<file path="config.mk">
export PLATFORM = sky130hd
export DESIGN_NAME = maze_game_ctrl
export DESIGN_NICKNAME = d
export VERILOG_FILES = /design/src/rtl/maze_pkg.sv /design/src/rtl/maze_sec_tick.sv /design/src/rtl/maze_game_ctrl.sv
export SDC_FILE = /design/constraint.sdc
export NUM_CORES = 1
export LEC_CHECK = 0
export BUFFER_PORTS_ARGS = -buffer_cell sky130_fd_sc_hd__clkbuf_2
export CAP_MARGIN = 25
export CORE_MARGIN = 2
export CORE_UTILIZATION = 40
export CTS_CLUSTER_DIAMETER = 150
export DETAILED_ROUTE_END_ITERATION = 12
export PLACE_DENSITY = 0.56
export SYNTH_ARGS = -nofsm -noshare
export SYNTH_HDL_FRONTEND = slang
export SYNTH_SLANG_ARGS = --single-unit
</file>
<file path="constraint.sdc">
create_clock -name clk -period 4.6 [get_ports clk]
set_input_delay 0.23 -clock clk [delete_from_list [all_inputs] [get_ports clk]]
set_output_delay 0.23 -clock clk [all_outputs]
set_load 0.02 [all_outputs]
</file>
<file path="src/rtl/maze_pkg.sv">
// Shared constants and state encoding for the maze game controller.
package maze_pkg;

  localparam int COORD_W = 4;
  localparam int SEC_W   = 10;
  localparam int LEVEL_W = 4;

  localparam logic [LEVEL_W-1:0] LEVEL_MAX = 4'd15;
  localparam logic [SEC_W-1:0]   SEC_MAX   = 10'd999;

  typedef enum logic [1:0] {
    ST_IDLE  = 2'd0,
    ST_CARVE = 2'd1,
    ST_PLAY  = 2'd2,
    ST_WIN   = 2'd3
  } state_t;

endpackage

</file>
<file path="src/rtl/maze_sec_tick.sv">
// One-second prescaler: counts 0..CLK_HZ-1 while run is high, pulses tick on wrap.
module maze_sec_tick #(
  parameter int CLK_HZ = 50_000_000
) (
  input  logic clk,
  input  logic reset,
  input  logic run,
  input  logic clear,
  output logic tick
);

  localparam int CNT_W = (CLK_HZ > 1) ? $clog2(CLK_HZ) : 1;
  localparam logic [CNT_W-1:0] CNT_LAST = CNT_W'(CLK_HZ - 1);

  logic [CNT_W-1:0] r_cnt;
  logic             w_wrap;

  // tick is combinational off the registered count so the seconds counter
  // advances on the same edge the prescaler wraps.
  assign w_wrap = run && !clear && (r_cnt == CNT_LAST);
  assign tick   = w_wrap;

  always_ff @(posedge clk or posedge reset) begin
    if (reset) begin
      r_cnt <= '0;
    end else if (clear) begin
      r_cnt <= '0;
    end else if (run) begin
      r_cnt <= w_wrap ? '0 : r_cnt + 1'b1;
    end
  end

endmodule

</file>
<file path="src/rtl/maze_game_ctrl.sv">
// Maze game sequencer: IDLE -> CARVE -> PLAY -> WIN, with level and play-time tracking.
// Optional play-time limit enabled by defining MAZE_TIMEOUT_EN.
module maze_game_ctrl
  import maze_pkg::*;
#(
  parameter int CLK_HZ     = 50_000_000,
  parameter int TIME_LIMIT = 120
) (
  input  logic               clk,
  input  logic               reset,
  input  logic               start_btn,
  input  logic               carve_done,
  input  logic [COORD_W-1:0] char_x,
  input  logic [COORD_W-1:0] char_y,
  input  logic [COORD_W-1:0] finish_x,
  input  logic [COORD_W-1:0] finish_y,
  output logic               carve_start,
  output logic               move_en,
  output logic [1:0]         state_o,
  output logic [LEVEL_W-1:0] level,
  output logic               win,
  output logic [SEC_W-1:0]   sec_count,
  output logic               timeout
);

  state_t             r_state;
  state_t             w_state_next;
  logic               r_btn_prev;
  logic               r_done_low_seen;
  logic               r_carve_start;
  logic               r_move_en;
  logic               r_win;
  logic [LEVEL_W-1:0] r_level;
  logic [SEC_W-1:0]   r_sec;

  logic               w_start_evt;
  logic               w_goal;
  logic               w_done_ok;
  logic               w_tick;
  logic               w_time_up;
  logic               w_enter_carve;
  logic               w_enter_play;
  logic               w_done_seen_next;
  logic               w_carve_start_next;
  logic               w_move_en_next;
  logic               w_win_next;
  logic [LEVEL_W-1:0] w_level_next;
  logic [SEC_W-1:0]   w_sec_next;

  assign w_start_evt = start_btn && !r_btn_prev;
  assign w_goal      = ({char_x, char_y} == {finish_x, finish_y});
  // A done level left over from the previous maze must drop before it counts.
  assign w_done_ok   = r_done_low_seen && carve_done;

  assign w_enter_carve = (w_state_next == ST_CARVE) && (r_state != ST_CARVE);
  assign w_enter_play  = (w_state_next == ST_PLAY) && (r_state != ST_PLAY);

  maze_sec_tick #(
    .CLK_HZ (CLK_HZ)
  ) u_sec_tick (
    .clk   (clk),
    .reset (reset),
    .run   (r_state == ST_PLAY),
    .clear (w_enter_play),
    .tick  (w_tick)
  );

`ifdef MAZE_TIMEOUT_EN
  localparam logic [SEC_W-1:0] SEC_LIMIT_M1 = SEC_W'(TIME_LIMIT - 1);

  logic r_timeout;

  // Leave PLAY on the same edge the seconds counter reaches the limit.
  assign w_time_up = (r_state == ST_PLAY) && w_tick && (r_sec == SEC_LIMIT_M1);

  always_ff @(posedge clk or posedge reset) begin
    if (reset) begin
      r_timeout <= 1'b0;
    end else if (w_time_up) begin
      r_timeout <= 1'b1;
    end else if (w_enter_carve) begin
      r_timeout <= 1'b0;
    end
  end

  assign timeout = r_timeout;
`else
  logic w_unused_limit;

  assign w_unused_limit = (TIME_LIMIT > 0);
  assign w_time_up      = 1'b0;
  assign timeout        = 1'b0;
`endif

  always_ff @(posedge clk or posedge reset) begin
    if (reset) begin
      r_state         <= ST_IDLE;
      r_btn_prev      <= 1'b0;
      r_done_low_seen <= 1'b0;
      r_carve_start   <= 1'b0;
      r_move_en       <= 1'b0;
      r_win           <= 1'b0;
      r_level         <= '0;
      r_sec           <= '0;
    end else begin
      r_state         <= w_state_next;
      r_btn_prev      <= start_btn;
      r_done_low_seen <= w_done_seen_next;
      r_carve_start   <= w_carve_start_next;
      r_move_en       <= w_move_en_next;
      r_win           <= w_win_next;
      r_level         <= w_level_next;
      r_sec           <= w_sec_next;
    end
  end

  always_comb begin
    w_state_next = r_state;
    unique case (r_state)
      ST_IDLE: begin
        if (w_start_evt) w_state_next = ST_CARVE;
      end
      ST_CARVE: begin
        if (w_done_ok) w_state_next = ST_PLAY;
      end
      ST_PLAY: begin
        if (w_goal)           w_state_next = ST_WIN;
        else if (w_time_up)   w_state_next = ST_IDLE;
        else if (w_start_evt) w_state_next = ST_CARVE;
      end
      ST_WIN: begin
        if (w_start_evt) w_state_next = ST_CARVE;
      end
      default: w_state_next = ST_IDLE;
    endcase
  end

  always_comb begin
    w_carve_start_next = w_enter_carve;
    w_move_en_next     = (w_state_next == ST_PLAY);
    w_win_next         = (w_state_next == ST_WIN);

    w_done_seen_next = r_done_low_seen;
    if (w_enter_carve) begin
      w_done_seen_next = 1'b0;
    end else if ((r_state == ST_CARVE) && !carve_done) begin
      w_done_seen_next = 1'b1;
    end

    w_level_next = r_level;
    if ((r_state == ST_PLAY) && (w_state_next == ST_WIN) && (r_level != LEVEL_MAX)) begin
      w_level_next = r_level + 1'b1;
    end

    w_sec_next = r_sec;
    if (w_enter_carve) begin
      w_sec_next = '0;
    end else if ((r_state == ST_PLAY) && w_tick && (r_sec != SEC_MAX)) begin
      w_sec_next = r_sec + 1'b1;
    end
  end

  assign carve_start = r_carve_start;
  assign move_en     = r_move_en;
  assign state_o     = r_state;
  assign level       = r_level;
  assign win         = r_win;
  assign sec_count   = r_sec;

endmodule

</file>
Yosys cells after proc, flatten, opt, wreduce, memory -nomap -nowiden
Cells that the tools add are included.
- register bits: 47
- input port bits: 20
- output and inout bits: 20
- word-level logic and storage cells: 54
- add/subtract/negate cells: 3
- equality and inequality tests: 12
- muxes and demuxes: 11
- reduce and logical (&&, ||, !) cells: 19
- operators by type and width (cell ; number):
    $mux W26 ; 3
    $add A26 B1 Y26 const B ; 1
    $eq A26 B26 Y1 const B ; 1
    $mux W10 ; 2
    $logic_and A1 B1 Y1 ; 11
    $add A10 B1 Y10 const B ; 1
    $ne A10 B10 Y1 const B ; 1
    $eq A2 B2 Y1 const B ; 4
    $eq A8 B8 Y1 ; 1
    $mux W2 ; 3
    $pmux W2 S3 ; 1
    $reduce_bool A2 Y1 ; 3
    $add A4 B1 Y4 const B ; 1
    $eq A2 B1 Y1 const B ; 2
    $ne A4 B4 Y1 const B ; 1
    $logic_not A1 Y1 ; 3
    $logic_not A2 Y1 ; 1
    $mux W1 ; 2
    $ne A2 B1 Y1 const B ; 1
    $ne A2 B2 Y1 const B ; 1
    $reduce_or A2 Y1 ; 1

Depth between registers and ports, before layout
Gate-level depths: netlist of run 1.
- depth in word-level cells: 14
- depth in mapped cells: 9
- gate-level depth less buffers: 7

Modules after synthesis
From an unflattened synthesis of run 1, not the netlist that was laid out.
- cells, all modules: 312
- area total of the unflattened synthesis: 2815.2 um2
- modules (own cells, without submodules) (module ; times used ; cells an instance ; area an instance (um2)):
    maze_sec_tick ; 1 ; 195 ; 1669.1
    maze_game_ctrl ; 1 ; 117 ; 1146.1

Least setup slack after synthesis of run 1
OpenSTA, ideal clock, no wires.
- path type: flip-flop to flip-flop
- from: register r_state[1] (netlist: state_o[1])
- to: register r_done_low_seen
- setup time: 0.122 ns
- arrival time: 1.964 ns
- required time: 4.478 ns
- path slack: 2.513 ns
- stages on the path, launching flop included: 8
- cells stage by stage: dfrtp_1 -> inv_1 -> ha_1 -> clkbuf_1 -> a311o_1 -> a221oi_1 -> buf_2 -> nor2_1
- word-level cells in the longest chain between the ends: 6
- elaborated cells between the ends (all ways): 15
- classes of those cells: eq/ne: 5; mux: 5; reduce/logical: 5
- ends and longest elaborated chain (item ; line ; source):
    start: declaration ; maze_game_ctrl.sv:26 ; state_t r_state;
    start signal: assignment ; maze_game_ctrl.sv:106 ; r_state <= w_state_next;
    $eq A2 B2 Y1 (tied with other cells) ; maze_game_ctrl.sv:119 ; unique case (r_state)
    $reduce_or A2 Y1 (no source line) / $mux W2 (equally long branches) ; n/a ;
    $pmux W2 S3 ; maze_game_ctrl.sv:119 ;
    $eq A2 B1 Y1 ; maze_game_ctrl.sv:55 ; assign w_enter_carve = (w_state_next == ST_CARVE) && (r_state != ST_CARVE);
    $logic_and A1 B1 Y1 * ; maze_game_ctrl.sv:55 ;
    named net w_carve_start_next ; maze_game_ctrl.sv:44 ; logic w_carve_start_next;
    $mux W1 / $reduce_bool A2 Y1 (equally long branches) ; n/a ;
    end signal: assignment ; maze_game_ctrl.sv:108 ; r_done_low_seen <= w_done_seen_next;
    end: declaration ; maze_game_ctrl.sv:29 ; logic r_done_low_seen;
Mark *: on every way through the listed nets, which the timed path passes. The rest lies on a longest branch.
A chain may end at the register's enable or synchronous reset.

Final worst setup path of run 1
- from: register r_state[0] (netlist: state_o[0])
- to: register u_sec_tick.r_cnt[15]
- word-level cells in the longest chain between the ends: 11
- elaborated cells between the ends (all ways): 19
- classes of those cells: eq/ne: 5; mux: 7; reduce/logical: 7
- ends and longest elaborated chain (item ; line ; source):
    $eq A2 B2 Y1 (tied with other cells) ; maze_game_ctrl.sv:119 ;
    $reduce_or A2 Y1 (no source line) / $mux W2 (equally long branches) ; n/a ;
    $pmux W2 S3 ; maze_game_ctrl.sv:119 ;
    $eq A2 B2 Y1 ; maze_game_ctrl.sv:56 ; assign w_enter_play = (w_state_next == ST_PLAY) && (r_state != ST_PLAY);
    $logic_and A1 B1 Y1 ; maze_game_ctrl.sv:56 ;
    $logic_not A1 Y1 ; maze_sec_tick.sv:20 ; assign w_wrap = run && !clear && (r_cnt == CNT_LAST);
    $logic_and A1 B1 Y1 (2 in series) ; maze_sec_tick.sv:20 ;
    $mux W26 ; maze_sec_tick.sv:29 ; r_cnt <= w_wrap ? '0 : r_cnt + 1'b1;
    $mux W26 ; maze_sec_tick.sv:28 ; end else if (run) begin
    $mux W26 ; maze_sec_tick.sv:26 ; end else if (clear) begin
    end signal: assignment ; maze_sec_tick.sv:29 ;
    end: declaration ; maze_sec_tick.sv:15 ; logic [CNT_W-1:0] r_cnt;
Parallel ways exist; a longest one is shown, timed or not. The select of a mux whose other input is x is not followed.

==> results of run 1 <==
## power by group through the flow
stage	Combinational (W)	Clock (W)	Sequential, W
3_5_place_dp	0.000270	0	0.000693
3_3_place_gp	0.000259	0	0.000692
4_1_cts	0.000273	0.000258	0.000685
5_1_grt	0.000314	0.000273	0.000713
6_report	0.000270	0.000249	0.000689
2_1_floorplan	0.000219	0	0.000652
## layer usage
layer,share of wire,routed length (um),global-route usage
met5,0,0,0
met4,0.0044,27,0.0384
met3,0.052,319,0.0314
met2,0.46,2800,0.276
met1,0.49,2990,0.252
## synthesized netlist by cell type (2+ instances only)
cell type	n	share of area
a21o_1	2	0.0055
a21oi_1	19	0.035
a31oi_1	17	0.039
a41oi_1	3	0.0097
and2_1	3	0.0069
and3_1	6	0.014
and4_1	8	0.026
buf_2	4	0.0074
buf_6	2	0.0083
clkbuf_1	6	0.0083
dfrtp_1	47	0.43
ha_1	5	0.023
inv_1	15	0.021
mux2i_1	2	0.0074
nand2_1	32	0.044
nand2b_1	2	0.0046
nand3_1	18	0.033
nand4_1	14	0.032
nor2_1	12	0.017
nor2_2	2	0.0046
nor2b_1	3	0.0069
nor3_1	4	0.0074
o21a_1	2	0.0055
o21ai_0	17	0.031
o21ai_1	3	0.0055
o31a_1	2	0.0064
or3_1	8	0.018
xnor2_1	17	0.055
xor2_1	2	0.0064
## how the worst max path moves through the flow
stage / depth (start not counted) / to / from
floorplan: 7 / r_done_low_seen$_DFFE_PP0P_ / state_o[1]$_DFF_PP0_
global placement: 7 / u_sec_tick.r_cnt[16]$_DFFE_PP0P_ / state_o[0]$_DFF_PP0_
detailed placement: 7 / u_sec_tick.r_cnt[15]$_DFFE_PP0P_ / state_o[0]$_DFF_PP0_
CTS: 7 / u_sec_tick.r_cnt[15]$_DFFE_PP0P_ / state_o[0]$_DFF_PP0_
global route: 7 / u_sec_tick.r_cnt[15]$_DFFE_PP0P_ / state_o[0]$_DFF_PP0_
finish: 7 / u_sec_tick.r_cnt[15]$_DFFE_PP0P_ / state_o[0]$_DFF_PP0_
## critical path, stage by stage, from the launching register on
cell and delay, ps:
dfrtp_1 460, inv_1 100, ha_1 350, nor2b_1 200, nand4_1 320, o21ai_2 610, or4_1 200, nand3_1 90
## sequential cells by signal, indices dropped and copies added (netlist names)
| register | count |
|---|---|
| state_o | 2 |
| move_en | 1 |
| win | 1 |
| r_done_low_seen | 1 |
| level | 4 |
| carve_start | 1 |
| r_btn_prev | 1 |
| sec_count | 10 |
| u_sec_tick.r_cnt | 26 |
## cell type report
type	count	area share
clock buffers	7	0.0249
clock inverters	1	0.00163
inverters	15	0.0183
multi-input cells	223	0.460
flip-flops and latches	47	0.383
well taps	80	0.0326
repair buffers	43	0.0791
## logic make-up (layout without fill, tap and decap cells)
logic type,count (synthesis),in the layout
simple gates,123,123
compound gates,72,72
buf+inv,29,66
flops,47,47
mux,3,3
fa+ha+maj,5,5
xor+xnor,19,19
other cells,1,1
## repair_timing
action	in CTS	in global routing
hold buffers	1	0
resized for setup	0	0
setup endpoints to repair	0	0
hold endpoints to repair	17	0
setup buffers	0	0
## metrics by stage
step / instances / setup slack, ps / cell area [um2] / util
floorplan: 299 / 2510 / 2720 / -
global placement: 406 / 2210 / 2960 / 0.443
detailed placement: 407 / 2160 / 2980 / 0.446
CTS: 416 / 2150 / 3070 / 0.460
global route: 416 / 1950 / 3070 / 0.460
finish: 416 / 2150 / 3070 / 0.460
==> results.ini, run 1 <==
[floorplan]
start_util=0.407
row_count=30
fp.dieH_um=86.4
die_w_um=86.4
dieArea_um2=7470
ioPinCount=40
coreArea_um2=6680

[critical_path]
rrSetupSlack_ps=2150
critPathMaxFanout=13
worstSetupStartpointType=flip-flop
reg2reg_to=u_sec_tick.r_cnt[15]$_DFFE_PP0P_
reg2reg_depth=7
arrival_ps=2630
required_ps=4780
cp-end-kind=flip-flop
r2r-start=state_o[0]$_DFF_PP0_
crit_type=flip-flop to flip-flop

[detailed_routing]
wl_per_cell_um=14.8
first_pass_iters=4
drc_errors=0
drt-total-wl_mm=6.14
drt-initial-drc-count=150
drt-vias-per-instance=5.54
num_vias=2304
postRouteAntennaNets=0

[synth]
synth-seq-area-share=0.433
synth_nets=324
synthMuxAreaShare=0.0115
syn_avg_cell_area_um2=9.09
synthArstFlopShare=1.00
ys.flop_type=dfrtp_1
synth-simple-area-share=0.260
synth_top_family_by_area=simple AND/OR/NAND/NOR gates
ys_seq_elements=47
netlist_area_um2=2720
synthCells=299
yosys_warnings=0
synth.distinct_cells=51
synthAdderAreaFrac=0.0230
synthXorXnorAreaFrac=0.0612
synth-edff-count=0
synth-compound-area-share=0.161

[place]
hpwlAfterDp_mm=4.35
gp_congestion=0.750
port_buffers=38

[power_and_ir_drop]
clkPwrFrac=0.206
power_frac_seq=0.571
p_sw_frac=0.365
leakage_nw=1.33
p_per_area_nw_per_um2=393
ir_worst_vdd_mv=0.114
total_power_w=0.00121
p_switching_w=0.000441
combPwrFrac=0.223
p_int_w=0.000767

[timing]
skew_ps=7.19
finalCriticalPeriod_ps=2450
rsz0062_at_grt=no
setup_viol=0
maxSlewHeadroom=0.612
tns_ps=0
slew_violations=0
fmax_mhz=409
fin_hold_ws_ps=66.0
fin_crit_sh=0.532
final-hold-violation-count=0
worst_pin_slew_ps=583

[global_route]
grt_pass1_wl_mm=10.6
antenna_found_initial=0
gr-total-overflow=0
grt_pass1_vias=2158
grtUsageTotal=0.175
grt_max_degree=31

[clock_network]
htree_num_levels=2
clk-insertion-delay-late_ps=300
path_clk_slew_ps=90
clkSinkCount=47
numCtsBuffers=5
cts_root_buf=clkbuf_8
cts_tree=yes
clock_tree.buffer_depth=2

[min_path]
hold_path_class=primary input to flip-flop
whs_endpoint=r_btn_prev$_DFF_PP0_
min-delay-start=start_btn
holdPathStages=1

[finish]
antennaDiodeCount=0
drive_gt1_frac=0.182
multi_input_area_um2=1410
nets=360
num-fill-cells=657
final_cell_mix=47 x dfrtp_1, 38 x clkbuf_2, 32 x nand2_1
regArea_um2=1180
area_growth_pct=13.0
mostFrequentLayoutCell=dfrtp_1

[run_status]
outcome=completed

[run]
cap_violations=0

Power figures use the tool's default switching activity.
==> run 2, diff against run 1 <==
--- a/config.mk
+++ b/config.mk
@@ -5,13 +5,14 @@
 export SDC_FILE = /design/constraint.sdc
 export NUM_CORES = 1
 export LEC_CHECK = 0
+export ABC_AREA = 1
 export BUFFER_PORTS_ARGS = -buffer_cell sky130_fd_sc_hd__clkbuf_2
 export CAP_MARGIN = 25
 export CORE_MARGIN = 2
 export CORE_UTILIZATION = 40
 export CTS_CLUSTER_DIAMETER = 150
 export DETAILED_ROUTE_END_ITERATION = 12
-export PLACE_DENSITY = 0.56
+export PLACE_DENSITY = 0.58
 export SYNTH_ARGS = -nofsm -noshare
 export SYNTH_HDL_FRONTEND = slang
 export SYNTH_SLANG_ARGS = --single-unit
==> constraint.sdc (replaced) <==
create_clock -name clk -period 2.1 [get_ports clk]
set_input_delay 0.105 -clock clk [delete_from_list [all_inputs] [get_ports clk]]
set_output_delay 0.105 -clock clk [all_outputs]
set_load 0.02 [all_outputs]
==> results.ini, run 2 <==
[finish]
final_cell_mix=96 x nand2_1, 58 x inv_1, 47 x dfrtp_1
num-fill-cells=719  ; +9.4%
finish.utilization=0.480  ; +0.0200
top_register=u_sec_tick.r_cnt
nets=474  ; +32%
multi_input_area_um2=1490  ; +5.6%
drive_gt1_frac=0.193  ; +0.0118
largest_reg_flops=26  ; unchanged
regArea_um2=1180  ; unchanged
area_growth_pct=16.9
mostFrequentLayoutCell=nand2_1
antennaDiodeCount=0  ; unchanged

[synth]
synthMuxAreaShare=0  ; -0.0115
synth.most_common_cell=nand2_1
syn_avg_cell_area_um2=7.30  ; -20%
synthAdderAreaFrac=0.0213  ; -0.00176
synth-edff-count=0  ; unchanged
synth_area_leader_cell=dfrtp_1
synthCells=403  ; +35%
netlist_area_um2=2940  ; +8.3%
yosysTopAreaCellShare=0.400  ; -0.0331
synthArstFlopShare=1.00  ; unchanged
synth.distinct_cells=36  ; -29%
synth-simple-area-share=0.355  ; +0.0958
yosys_warnings=0  ; unchanged
synthXorXnorAreaFrac=0.0208  ; -0.0404
ys.flop_type=dfrtp_1
synth_nets=428  ; +32%
synth.area.top_cells=dfrtp_1 40%, nand2_1 12%, inv_1 7.7%
ys_seq_elements=47  ; unchanged
synth-seq-area-share=0.400  ; -0.0331
synth_top_family_by_area=simple AND/OR/NAND/NOR gates
synth-compound-area-share=0.103  ; -0.0578
synth_common_cells=96 x nand2_1, 60 x inv_1, 47 x dfrtp_1

[floorplan]
row_count=31  ; +3.3%
ioPinCount=40  ; unchanged
start_util=0.410  ; +0.00337
fp.dieH_um=89.8  ; +3.9%
dieArea_um2=8060  ; +7.9%
die_w_um=89.8  ; +3.9%
coreArea_um2=7180  ; +7.4%

[critical_path]
worstSetupStartpointType=flip-flop
cpMostUsedCell=nand2_2
critPathMaxFanout=11  ; -2
crit_type=flip-flop to flip-flop
required_ps=2280  ; -2500 ps
arrival_ps=2040  ; -590 ps
r2r-start=u_sec_tick.r_cnt[0]$_DFFE_PP0P_
reg2reg_depth=11  ; +4
crit_buf_inv=1  ; unchanged
cp-end-kind=flip-flop
rrSetupSlack_ps=250  ; -1910 ps
path_delay_family=simple AND/OR/NAND/NOR gates
reg2reg_to=u_sec_tick.r_cnt[8]$_DFFE_PP0P_
crit_path_max_incr_delay_ps=380  ; -230 ps
cp_slowest_cell=dfrtp_1
path_cells=ha_1, nand2_2, nor2_4, nand2_2, nor3_2, nand2_2, nand2_1, buf_4, a21oi_1, o21ai_0, o21ai_0

[timing]
fmax_mhz=540  ; +32%
fin_hold_ws_ps=88.2  ; +22.2 ps
skew_ps=9.60  ; +2.41 ps
worst_pin_slew_ps=537  ; -45.9 ps
fin_crit_sh=0.882  ; +0.350
setup_viol=0  ; unchanged
slew_violations=0  ; unchanged
tns_ps=0  ; unchanged
final-hold-violation-count=0  ; unchanged
finalCriticalPeriod_ps=1850  ; -595 ps
maxSlewHeadroom=0.642  ; +0.0301
rsz0062_at_grt=no

[detailed_routing]
first_pass_iters=4  ; unchanged
drc_errors=0  ; unchanged
drt-total-wl_mm=6.49  ; +5.8%
postRouteAntennaNets=0  ; unchanged
drt-initial-drc-count=199  ; +33%
wl_per_cell_um=11.8  ; -20%
num_vias=2666  ; +16%
drt-vias-per-instance=4.86  ; -12%

[place]
port_buffers=38  ; unchanged
gp_congestion=0.835  ; +11%
hpwlAfterDp_mm=4.89  ; +12%

[clock_network]
htree_num_levels=2  ; unchanged
path_clk_slew_ps=100  ; about the same
cts_root_buf=clkbuf_8
numCtsBuffers=5  ; unchanged
clkSinkCount=47  ; unchanged
clk-insertion-delay-late_ps=310  ; about the same
clock_tree.buffer_depth=2  ; unchanged
cts_tree=yes

[global_route]
antenna_found_initial=0  ; unchanged
grt_use_met3=0.0335  ; +0.00210
grt_pass1_vias=2561  ; +19%
grt_util_met2=0.281  ; +0.00471
use_met1=0.235  ; -0.0171
busiest_layer=met2
gr-total-overflow=0  ; unchanged
grt_max_degree=26  ; -16%
grtUsageTotal=0.172  ; -0.00317
grt_pass1_wl_mm=11.7  ; +11%

[run]
cap_violations=0  ; unchanged

[power_and_ir_drop]
total_power_w=0.00289  ; +140%
p_per_area_nw_per_um2=840  ; +110%
leakage_nw=1.75  ; +32%
ir_worst_vdd_mv=0.393  ; +240%

[min_path]
holdPathStages=4  ; +3
min-delay-start=carve_done
hold_path_class=primary input to flip-flop
whs_endpoint=r_done_low_seen$_DFFE_PP0P_

[run_status]
outcome=completed

[run 2: worst max path at each step]
stage / startpoint / endpoint / cells past startpoint
floorplan: state_o[0]$_DFF_PP0_ / sec_count[6]$_DFFE_PP0P_ / 10
detailed placement: state_o[0]$_DFF_PP0_ / sec_count[4]$_DFFE_PP0P_ / 9
global placement: state_o[0]$_DFF_PP0_ / sec_count[6]$_DFFE_PP0P_ / 9
finish: u_sec_tick.r_cnt[0]$_DFFE_PP0P_ / u_sec_tick.r_cnt[8]$_DFFE_PP0P_ / 11
CTS: state_o[0]$_DFF_PP0_ / sec_count[6]$_DFFE_PP0P_ / 9
global route: u_sec_tick.r_cnt[0]$_DFFE_PP0P_ / u_sec_tick.r_cnt[24]$_DFFE_PP0P_ / 10
[run 2: logic make-up (layout without fill, tap and decap cells)]
| group | Yosys count | in the layout |
|---|---|---|
| AO/OA/AOI/OAI | 57 | 57 |
| XOR/XNOR | 7 | 7 |
| adder cells (fa/ha/maj) | 5 | 5 |
| buffers and inverters | 71 | 118 |
| flip-flops | 47 | 47 |
| other | 1 | 1 |
| AND/OR/NAND/NOR | 215 | 215 |
[run 2: per-stage QoR]
| stage | setup WS [ps] | std cells | cell area, um2 |
|---|---|---|---|
| 2_1_floorplan | 277 | 403 | 2940 |
| 3_5_place_dp | 99.5 | 538 | 3260 |
| 5_1_grt | 14.7 | 549 | 3440 |
| 4_1_cts | 48.4 | 548 | 3420 |
| 3_3_place_gp | 88.7 | 538 | 3260 |
| 6_report | 247 | 549 | 3440 |
[run 2: cell type report]
type                       count  share of cell area
tap                           99              0.0360
inverter                      63              0.0687
multi-input combinational    285               0.434
timing repair buffer          47              0.0800
clock buffer                   5              0.0200
sequential                    47               0.342
clock inverter                 3              0.0196
[run 2: report_power, final]
group	internal [W]	total [W]	switching (W)
sequential	0.00100	0.00108	0.0000813
combinational	0.000314	0.00100	0.000687
clock	0.000475	0.000804	0.000329
total	0.00179	0.00289	0.00110
[run 2: metal layers]
layer  up-vias  part of all wire
met1      1230              0.49
met2        44              0.47
met5         -                 0
met3         6             0.038
li1       1386                 -
met4         0            0.0094
[run 2: worst min-delay path: stages]
cell,delay (ps)
clkbuf_2,90
nor2_1,40
nor2_1,80
nor2_1,50
[run 2: what timing repair did]
item                                    in CTS  in global routing
setup buffers                                0                  1
endpoints found under the hold margin       23                  0
resized for setup                            0                  4
hold buffers                                 2                  0
endpoints found under the setup margin       0                  4
==> run 3, diff against run 2 <==
--- a/config.mk
+++ b/config.mk
@@ -9,10 +9,11 @@
 export BUFFER_PORTS_ARGS = -buffer_cell sky130_fd_sc_hd__clkbuf_2
 export CAP_MARGIN = 25
 export CORE_MARGIN = 2
-export CORE_UTILIZATION = 40
+export CORE_UTILIZATION = 53
 export CTS_CLUSTER_DIAMETER = 150
 export DETAILED_ROUTE_END_ITERATION = 12
-export PLACE_DENSITY = 0.58
+export PLACE_DENSITY = 0.74
 export SYNTH_ARGS = -nofsm -noshare
 export SYNTH_HDL_FRONTEND = slang
+export SYNTH_HIERARCHICAL = 1
 export SYNTH_SLANG_ARGS = --single-unit
==> results.ini, run 3 <==
[run_status]
outcome=finished with violations
violations=setup timing

[synth]
synth-seq-area-share=0.381  ; -0.0185
synth-edff-count=0  ; unchanged
synthMuxAreaShare=0  ; unchanged
synth_area_leader_cell=dfrtp_1
synth.most_common_cell=nand2_1
synthArstFlopShare=1.00  ; unchanged
synth-simple-area-share=0.368  ; +0.0128
yosys_warnings=6  ; +6
synthCells=424  ; +5.2%
synth-compound-area-share=0.0750  ; -0.0283
synth.area.top_cells=dfrtp_1 38%, nand2_1 14%, inv_1 7.7%
yosysTopAreaCellShare=0.381  ; -0.0185
synth_nets=450  ; +5.1%
netlist_area_um2=3090  ; +4.8%
synth_top_family_by_area=simple AND/OR/NAND/NOR gates
ys.flop_type=dfrtp_1
ys_seq_elements=47  ; unchanged
synth.distinct_cells=35  ; -2.8%
synth_common_cells=117 x nand2_1, 63 x inv_1, 47 x dfrtp_1
synthXorXnorAreaFrac=0.0539  ; +0.0331
syn_avg_cell_area_um2=7.28  ; -0.35%
synthAdderAreaFrac=0.0243  ; +0.00307

[min_path]
hold_path_class=primary input to flip-flop
min-delay-start=carve_done
whs_endpoint=r_done_low_seen$_DFFE_PP0P_
holdPathStages=4  ; unchanged

[power_and_ir_drop]
p_per_area_nw_per_um2=870  ; +3.6%
ir_worst_vdd_mv=0.697  ; +77%
combPwrFrac=0.479  ; +0.132
leakage_nw=1.95  ; +12%
p_int_w=0.00210  ; +17%
p_sw_frac=0.391  ; +0.0114
clkPwrFrac=0.204  ; -0.074
p_switching_w=0.00135  ; +23%
power_frac_seq=0.317  ; -0.058

[finish]
multi_input_area_um2=1800  ; +20%
mostFrequentLayoutCell=nand2_1
final_cell_mix=113 x nand2_1, 57 x inv_1, 45 x dfrtp_1
top_register=u_sec_tick/r_cnt
drive_gt1_frac=0.313  ; +0.119
num-fill-cells=459  ; -36%
antennaDiodeCount=0  ; unchanged
largest_reg_flops=26  ; unchanged
finalNonFillerCells=574  ; +4.6%
area_growth_pct=28.5
nets=527  ; +11%
finish.utilization=0.712  ; +0.232
regArea_um2=1180  ; +0.21%

[critical_path]
critPathMaxFanout=5  ; -6
crit_type=flip-flop to flip-flop
reg2reg_depth=23  ; +12
reg2reg_to=sec_count[0]$_DFFE_PP0P_
cp-end-kind=flip-flop
worstSetupStartpointType=flip-flop
r2r-start=state_o[0]$_DFF_PP0_
arrival_ps=2770  ; +730 ps
rrSetupSlack_ps=-460  ; -710 ps
required_ps=2310  ; +30 ps

[clock_network]
clkSinkCount=47  ; unchanged
htree_num_levels=2  ; unchanged
clock_tree.buffer_depth=2  ; unchanged
cts_tree=yes
numCtsBuffers=5  ; unchanged
cts_root_buf=clkbuf_8
path_clk_slew_ps=90  ; about the same
clk-insertion-delay-late_ps=310  ; about the same

[detailed_routing]
wl_per_cell_um=13.4  ; +13%
num_vias=2959  ; +11%
postRouteAntennaNets=0  ; unchanged
drt-total-wl_mm=7.67  ; +18%
drc_errors=0  ; unchanged
drt-initial-drc-count=156  ; -22%
drt-vias-per-instance=5.16  ; +6.2%
first_pass_iters=5  ; +1

[timing]
tns_ps=-11520  ; -11520 ps
fin_hold_ws_ps=111  ; +23.1 ps
fmax_mhz=390  ; -28%
fin_crit_sh=1.22  ; +0.338
final-hold-violation-count=0  ; unchanged
slew_violations=0  ; unchanged
finalCriticalPeriod_ps=2560  ; +710 ps
skew_ps=7.32  ; -2.29 ps
maxSlewHeadroom=0.467  ; -0.175
rsz0062_at_grt=yes
worst_pin_slew_ps=798  ; +262 ps
fin_ws_ps=-464  ; -710 ps
setup_viol=35  ; +35

[global_route]
grt_use_met3=0.0404  ; +0.00692
grtUsageTotal=0.247  ; +0.0753
busiest_layer=met2
grt_max_degree=27  ; +3.8%
antenna_found_initial=0  ; unchanged
grt_pass1_wl_mm=12.5  ; +6.8%
grt_util_met2=0.421  ; +0.140
use_met1=0.304  ; +0.0695
gr-total-overflow=0  ; unchanged
grt_pass1_vias=2890  ; +13%

[floorplan]
ioPinCount=40  ; unchanged
fp.dieH_um=80.3  ; -11%
dieArea_um2=6450  ; -20%
die_w_um=80.3  ; -11%
start_util=0.554  ; +0.143
coreArea_um2=5570  ; -22%
row_count=27  ; -13%

[place]
port_buffers=38  ; unchanged
dp.cells=553  ; +2.8%
gp_congestion=0.888  ; +6.4%
hpwlAfterDp_mm=5.08  ; +4.0%

[run]
cap_violations=0  ; unchanged

[run 3: worst max path at each step]
stage                         start                  endpoint  slack [ps]  cells past startpoint
5_1_grt        state_o[0]$_DFF_PP0_  sec_count[0]$_DFFE_PP0P_        -640                     23
2_1_floorplan  state_o[0]$_DFF_PP0_  sec_count[5]$_DFFE_PP0P_        -430                     19
6_report       state_o[0]$_DFF_PP0_  sec_count[0]$_DFFE_PP0P_        -460                     23
3_3_place_gp   state_o[0]$_DFF_PP0_  sec_count[5]$_DFFE_PP0P_        -370                     19
4_1_cts        state_o[0]$_DFF_PP0_  sec_count[9]$_DFFE_PP0P_        -390                     19
3_5_place_dp   state_o[1]$_DFF_PP0_  sec_count[9]$_DFFE_PP0P_        -540                     19
[run 3: metal layers]
metal	share of wire	vias to the layer above
li1	-	1492
met1	0.43	1371
met2	0.50	76
met3	0.045	20
met4	0.025	0
met5	0	-
[run 3: kinds of logic after synthesis]
group,after synthesis
DFF,47
xor gates and xnor gates,19
AOI/OAI and AO/OA,39
buffers and inverters,74
adders and majority gates,6
and+or+nand+nor,238
other,1
[run 3: repair_timing]
item	CTS	global route
pin swaps	14	16
hold buffers	2	0
cloned	0	3
hold endpoints to repair	48	0
gates resized for setup	12	38
setup buffers	9	5
setup endpoints to repair	35	36
[run 3: area by class of cell]
| class | instances | share of cell area |
|---|---|---|
| clock buffer | 6 | 0.0208 |
| clock inverter | 2 | 0.00883 |
| inverter | 69 | 0.0672 |
| multi-input combinational | 304 | 0.453 |
| sequential | 47 | 0.297 |
| tap | 72 | 0.0227 |
| timing repair buffer | 74 | 0.131 |
[run 3: power by group through the flow]
stage                     Clock (W)  Combinational, W  Sequential [W]
after floorplan                   0          0.000687         0.00115
after global placement            0           0.00119         0.00110
after detailed placement          0           0.00122         0.00110
after CTS                  0.000710           0.00137         0.00109
after global routing       0.000751           0.00180         0.00111
final                      0.000704           0.00165         0.00109
[run 3: metrics by stage]
step / instance area (um2) / setup slack [ps] / power (W)
finish: 3970 / -464 / 0.00345
global route: 3970 / -645 / 0.00366
CTS: 3790 / -394 / 0.00317
detailed placement: 3550 / -542 / 0.00232
global placement: 3550 / -366 / 0.00229
floorplan: 3120 / -426 / 0.00184
[run 3: worst max-delay path: stages, from the launching register on]
cell and delay [ps]:
dfrtp_2 430, inv_2 80, ha_4 150, inv_4 40, a21oi_2 90, nand3_1 90
o21bai_1 160, nand2_1 110, nand2_4 80, inv_4 40, nor3_4 180, inv_2 60
nand2_2 70, nor2_2 40, nand2_2 90, nor4_4 50, nand2_1 80, inv_2 50
nand2_4 90, inv_4 60, buf_6 110, or2_0 190, nand3_1 80, inv_1 40
